**config.mk**
```make
export PLATFORM = sky130hd
export DESIGN_NAME = ram8
export DESIGN_NICKNAME = d
export VERILOG_FILES = /design/src/rtl/ram8_pkg.sv /design/src/rtl/word_reg.sv /design/src/rtl/ram8.sv
export SDC_FILE = /design/constraint.sdc
export NUM_CORES = 1
export LEC_CHECK = 0
export CORE_MARGIN = 2
export CORE_UTILIZATION = 45
export CTS_BUF_LIST = sky130_fd_sc_hd__clkbuf_8 sky130_fd_sc_hd__clkbuf_16
export CTS_CLUSTER_SIZE = 10
export DETAILED_ROUTE_END_ITERATION = 7
export GPL_TIMING_DRIVEN = 0
export PLACE_DENSITY = 0.64
export SLEW_MARGIN = 20
export SYNTH_ARGS = -nofsm -noshare
export SYNTH_HDL_FRONTEND = slang
export SYNTH_SLANG_ARGS = --single-unit
```
**constraint.sdc**
```tcl
create_clock -name clk -period 3.1 [get_ports clk]
set_clock_uncertainty 0.1 [all_clocks]
set_input_delay 0.775 -clock clk [delete_from_list [all_inputs] [get_ports clk]]
set_output_delay 0.775 -clock clk [all_outputs]
set_load 0.005 [all_outputs]
```
**src/rtl/ram8_pkg.sv**
```systemverilog
// Shared sizing and types for the RAM hierarchy (ram8, and later ram64/ram512).
// The word type and the one-hot write decode are reused by the larger blocks.
package ram8_pkg;
  localparam int WIDTH  = 16;
  localparam int DEPTH  = 8;
  localparam int ADDR_W = $clog2(DEPTH);

  typedef logic [WIDTH-1:0]  word_t;
  typedef logic [ADDR_W-1:0] addr_t;
  typedef logic [DEPTH-1:0]  sel_t;

  // At most one word enabled: the addressed one, and only when load is high.
  function automatic sel_t decode_load(input logic load, input addr_t address);
    sel_t sel;
    sel          = '0;
    sel[address] = load;
    return sel;
  endfunction
endpackage

```
**src/rtl/word_reg.sv**
```systemverilog
// One WIDTH-bit word built from per-bit D flip-flops, each with a load mux in front.
// Synchronous reset clears the word and takes priority over load.
module word_reg
  import ram8_pkg::*;
(
  input  logic  clk,
  input  logic  reset,
  input  word_t in,
  input  logic  load,
  output word_t out
);

  for (genvar b = 0; b < WIDTH; b++) begin : g_bit
    logic q;

    always_ff @(posedge clk) begin
      if (reset) begin
        q <= 1'b0;
      end else if (load) begin
        q <= in[b];
      end
    end

    assign out[b] = q;
  end

endmodule

```
**src/rtl/ram8.sv**
```systemverilog
// Eight-word RAM: one-hot write decode, eight word registers, combinational 8:1 read mux.
// Reads have no clock involvement; there is no write-through bypass.
module ram8
  import ram8_pkg::*;
(
  input  logic  clk,
  input  logic  reset,
  input  word_t in,
  input  logic  load,
  input  addr_t address,
  output word_t out
);

  sel_t  word_load;
  word_t words [DEPTH];

  always_comb begin
    word_load = decode_load(load, address);
  end

  for (genvar i = 0; i < DEPTH; i++) begin : g_word
    word_reg u_word (
      .clk   (clk),
      .reset (reset),
      .in    (in),
      .load  (word_load[i]),
      .out   (words[i])
    );
  end

  // Read path follows address immediately; a same-cycle write shows only after the edge.
  always_comb begin
    out = words[address];
  end

endmodule
```
==> Implementation_results.wiki <==
{| class="wikitable"
! Metric !! Value
|-
| Maximum achievable frequency || 326 MHz
|-
| Number of max-slew violations in the final report || 0
|-
| Syn_area_per_cell || roughly 8.4 µm²
|-
| Count of flip-flops with a built-in enable after synthesis || 0
|-
| Total GRT Usage || approximately 30%
|-
| Input/output buffers || 19
|-
| Minimum period implied by the final worst setup slack || slightly above 3000 ps
|-
| Setup slack, reg-to-reg || 2330 ps
|-
| Hold Path Sink || g_word[3].u_word.g_bit[12].q
|-
| Share of synthesized registers carrying an async set or reset || 0%
|-
| Largest delay contributor family on the critical path || buffers and inverters
|-
| Overall power consumption || between 4 and 5 mW
|-
| Yosys top cell by area || sky130_fd_sc_hd__dfxtp_1
|-
| Clock transition at the registers of the reported paths || ~50 ps
|-
| Kind of launch point of the worst setup path || primary input
|-
| Primary FF master, synth || sky130_fd_sc_hd__dfxtp_1
|-
| Horizontal extent of the die || 117 µm
|-
| Total vias in the final route || roughly 5400
|-
| Flop and latch count out of synthesis || about 130
|-
| Register cell area after layout || between 2000 and 3000 µm²
|-
| Routability congestion estimate || around 0.84
|-
| Detailed Route Iter0 Violations || around 540
|-
| Worst setup EP type || output port
|-
| Clock net sink count || 128
|-
| Final hold viol count || 0
|-
| Proportion of layout cells with a drive suffix above 1 || between 20% and 30%
|-
| Number of top-level design ports || 38
|-
| Fraction of the yosys area taken by sequential cells || 44.5%
|-
| Start-to-end type of the worst setup path || in2out
|-
| Synthesis-to-finish area growth || 24.9%
|-
| Wire length reported by the detailed router || 19.1 mm
|-
| Final ANT Viol Nets || 0
|-
| Number of maximum-capacitance constraint violations || 0
|-
| Pre-CTS setup slack || -1230 ps
|-
| Worst slew pin tran || around 860 ps
|-
| Largest incremental delay on the critical path || ~270 ps
|-
| Clock buffer depth || 2
|-
| WHS Path Cells || 2
|-
| Largest registers || g_word.u_word.g_bit.q x128
|-
| Initial antenna violation count || 1
|-
| Top cells by area, synth || sky130_fd_sc_hd__dfxtp_1 45%, sky130_fd_sc_hd__nand2_1 17%, sky130_fd_sc_hd__a21oi_1 11%
|-
| Via count of the first global-routing pass || ~5200
|-
| Initial core utilization || between 40% and 50%
|-
| First-pass GRT wire length || 29.2 mm
|-
| CP Buf/Inv Count || 5
|-
| Fin Setup TNS || 0 ps
|-
| Area of combinational cells with multiple inputs || ~2900 µm²
|-
| Largest net degree at the start of global routing || 17
|-
| Die Y || 117 µm
|-
| Detailed-route wire length per cell || 20.5 µm
|-
| Number of buffers created by CTS || 17
|-
| CTS tree || built
|-
| Overflow left after global routing || 0
|-
| Arrival time of data at the critical path endpoint || 2190 ps
|-
| Number of endpoints failing setup at the final stage || 0
|-
| Most flop-heavy register || g_word.u_word.g_bit.q
|-
| Result of the run || finished clean
|-
| Core area || ~13000 µm²
|-
| Clock latency of the later-clocked register in the worst-skew pair || around 420 ps
|-
| Flip-flop count of the largest register, all copies and words added || around 130
|-
| Std-Cell Rows || 41
|-
| DP Wirelength || approximately 12 mm
|-
| Top cell type's share of synthesized area || around 45%
|-
| Origin of the worst min-delay path || g_word[3].u_word.g_bit[12].q
|-
| Most repeated cell in the gate-level netlist after synthesis || sky130_fd_sc_hd__nand2_1
|-
| Cell occurring most often along the worst timing path || sky130_fd_sc_hd__buf_8
|-
| Number of antenna diodes || 0
|-
| Maximum vdd drop || 543 µV
|-
| Combined area of all synthesized cells || between 5000 and 6000 µm²
|-
| Buffer type at the clock tree root || sky130_fd_sc_hd__clkbuf_16
|-
| Final routed DRC violation total || 0
|-
| Power per cell area || ~580 nW/µm²
|-
| Capture point of the worst reg-to-reg path || g_word[5].u_word.g_bit[1].q
|-
| Number of search-and-repair iterations in the first detailed-routing pass || 5
|-
| Overall die area || 13700 µm²
|-
| Crit share post-route || 99.0%
|-
| Area post-placement || 6160 µm²
|-
| Minimum hold slack || 350 ps
|-
| Filler cell count in the final layout || ~1100
|-
| Vias per Instance || between 5 and 6
|-
| Relative slew margins || about 43%
|-
| Reg2Reg Depth || 2
|-
| Final worst slack || ~32 ps
|-
| Yosys warning total || 0
|-
| Origin of the critical flop-to-flop path || g_word[5].u_word.g_bit[1].q
|-
| Leakage component of the power || about 2.6 nW
|-
| Yosys cell types || 36
|-
| Post-route cell area || around 7200 µm²
|-
| Net Count, Synth || slightly above 700
|-
| Final nets || approximately 770
|-
| CP required || around 2200 ps
|-
| Cells traversed along the worst timing path || buf_4, buf_8, buf_8, buf_6, and2_1, a32oi_1, o221ai_2, buf_2
|-
| Max stage delay cell, worst path || sky130_fd_sc_hd__a32oi_1
|-
| Peak fanout along the critical path || 10
|-
| Gate Count Post-Synth || 689
|-
| H-tree lvl count || 4
|-
| Hold crit path type || reg2reg
|-
| Most frequent cells after synthesis || 260 x sky130_fd_sc_hd__nand2_1, 130 x sky130_fd_sc_hd__a21oi_1, 128 x sky130_fd_sc_hd__dfxtp_1
|}
==> placed cells by master (no fill, tap or decap), types with 4 or more instances in the layout <==
| master | count |
|---|---|
| sky130_fd_sc_hd__a21oi_1 | 129 |
| sky130_fd_sc_hd__a22oi_1 | 11 |
| sky130_fd_sc_hd__a32oi_2 | 5 |
| sky130_fd_sc_hd__buf_12 | 6 |
| sky130_fd_sc_hd__buf_2 | 27 |
| sky130_fd_sc_hd__buf_4 | 30 |
| sky130_fd_sc_hd__buf_6 | 8 |
| sky130_fd_sc_hd__clkbuf_1 | 22 |
| sky130_fd_sc_hd__clkbuf_16 | 17 |
| sky130_fd_sc_hd__clkbuf_2 | 8 |
| sky130_fd_sc_hd__clkbuf_8 | 5 |
| sky130_fd_sc_hd__dfxtp_1 | 128 |
| sky130_fd_sc_hd__mux2_2 | 12 |
| sky130_fd_sc_hd__mux2_4 | 10 |
| sky130_fd_sc_hd__mux4_2 | 16 |
| sky130_fd_sc_hd__nand2_1 | 257 |
| sky130_fd_sc_hd__nand4b_1 | 4 |
| sky130_fd_sc_hd__o221ai_2 | 7 |
==> metal layers <==
metal	up-vias	global-route usage, %	part of all wire (%)
met5	-	0	0
met4	0	14.2	3.9
met3	54	9.06	9.8
met2	292	46.1	47
met1	2564	38.0	40
li1	2450	-	-
==> cells by family (layout without fill, tap and decap cells) <==
logic type	after synthesis	count (layout)	synth area share, %
flops	128	128	44.5
compound gates	159	159	15.4
mux	40	40	11.2
simple gates	286	286	21.0
buf+inv	76	145	7.89
==> report_power, final <==
group	internal (mW)	switching, mW	total (mW)	leakage (nW)
registers	1.68	0.0180	1.70	1.04
clock network	1.36	0.760	2.11	0.302
logic	0.150	0.227	0.378	1.27
==> layout make-up <==
class                   instances  share of cell area (%)
well taps                     172                    2.99
multi-input cells             485                    40.3
repair buffers                 38                    5.07
inverters                       1                  0.0522
plain buffers                  74                    7.16
clock buffers                  21                    6.69
flip-flops and latches        128                    35.7
clock inverters                11                    2.12
==> stage by stage <==
| step | util, % | instances |
|---|---|---|
| 2_1_floorplan | - | 689 |
| 3_3_place_gp | 49.0 | 880 |
| 3_5_place_dp | 49.0 | 880 |
| 4_1_cts | 56.9 | 930 |
| 5_1_grt | 57.2 | 930 |
| 6_report | 57.2 | 930 |
==> repair_timing <==
item / CTS / global route
gates cloned: 3 / 0
hold endpoints to repair: 0 / 0
setup endpoints to repair: 16 / 13
buffers inserted: 15 / 1
hold buffers: 0 / 0
gates resized for setup: 122 / 12
pin swaps: 11 / 4
==> how the worst max path moves through the flow <==
stage / start / endpoint / slack, ps / depth (start not counted)
after CTS: address[1] / out[8] / -30 / 9
after detailed placement: address[0] / out[13] / -1230 / 7
final: address[0] / out[2] / 30 / 8
after global placement: address[0] / out[13] / -1200 / 7
after global routing: address[2] / out[14] / -4 / 7
after floorplan: address[1] / out[11] / 340 / 6
==> worst min-delay path: cells and delay by family, from the launching register on <==
kind             cells  cell delay, ps
AND/OR/NAND/NOR      1              50
AO/OA/AOI/OAI        1              50
flip-flops           1             300
No activity file was read; power rests on OpenSTA's default activity.
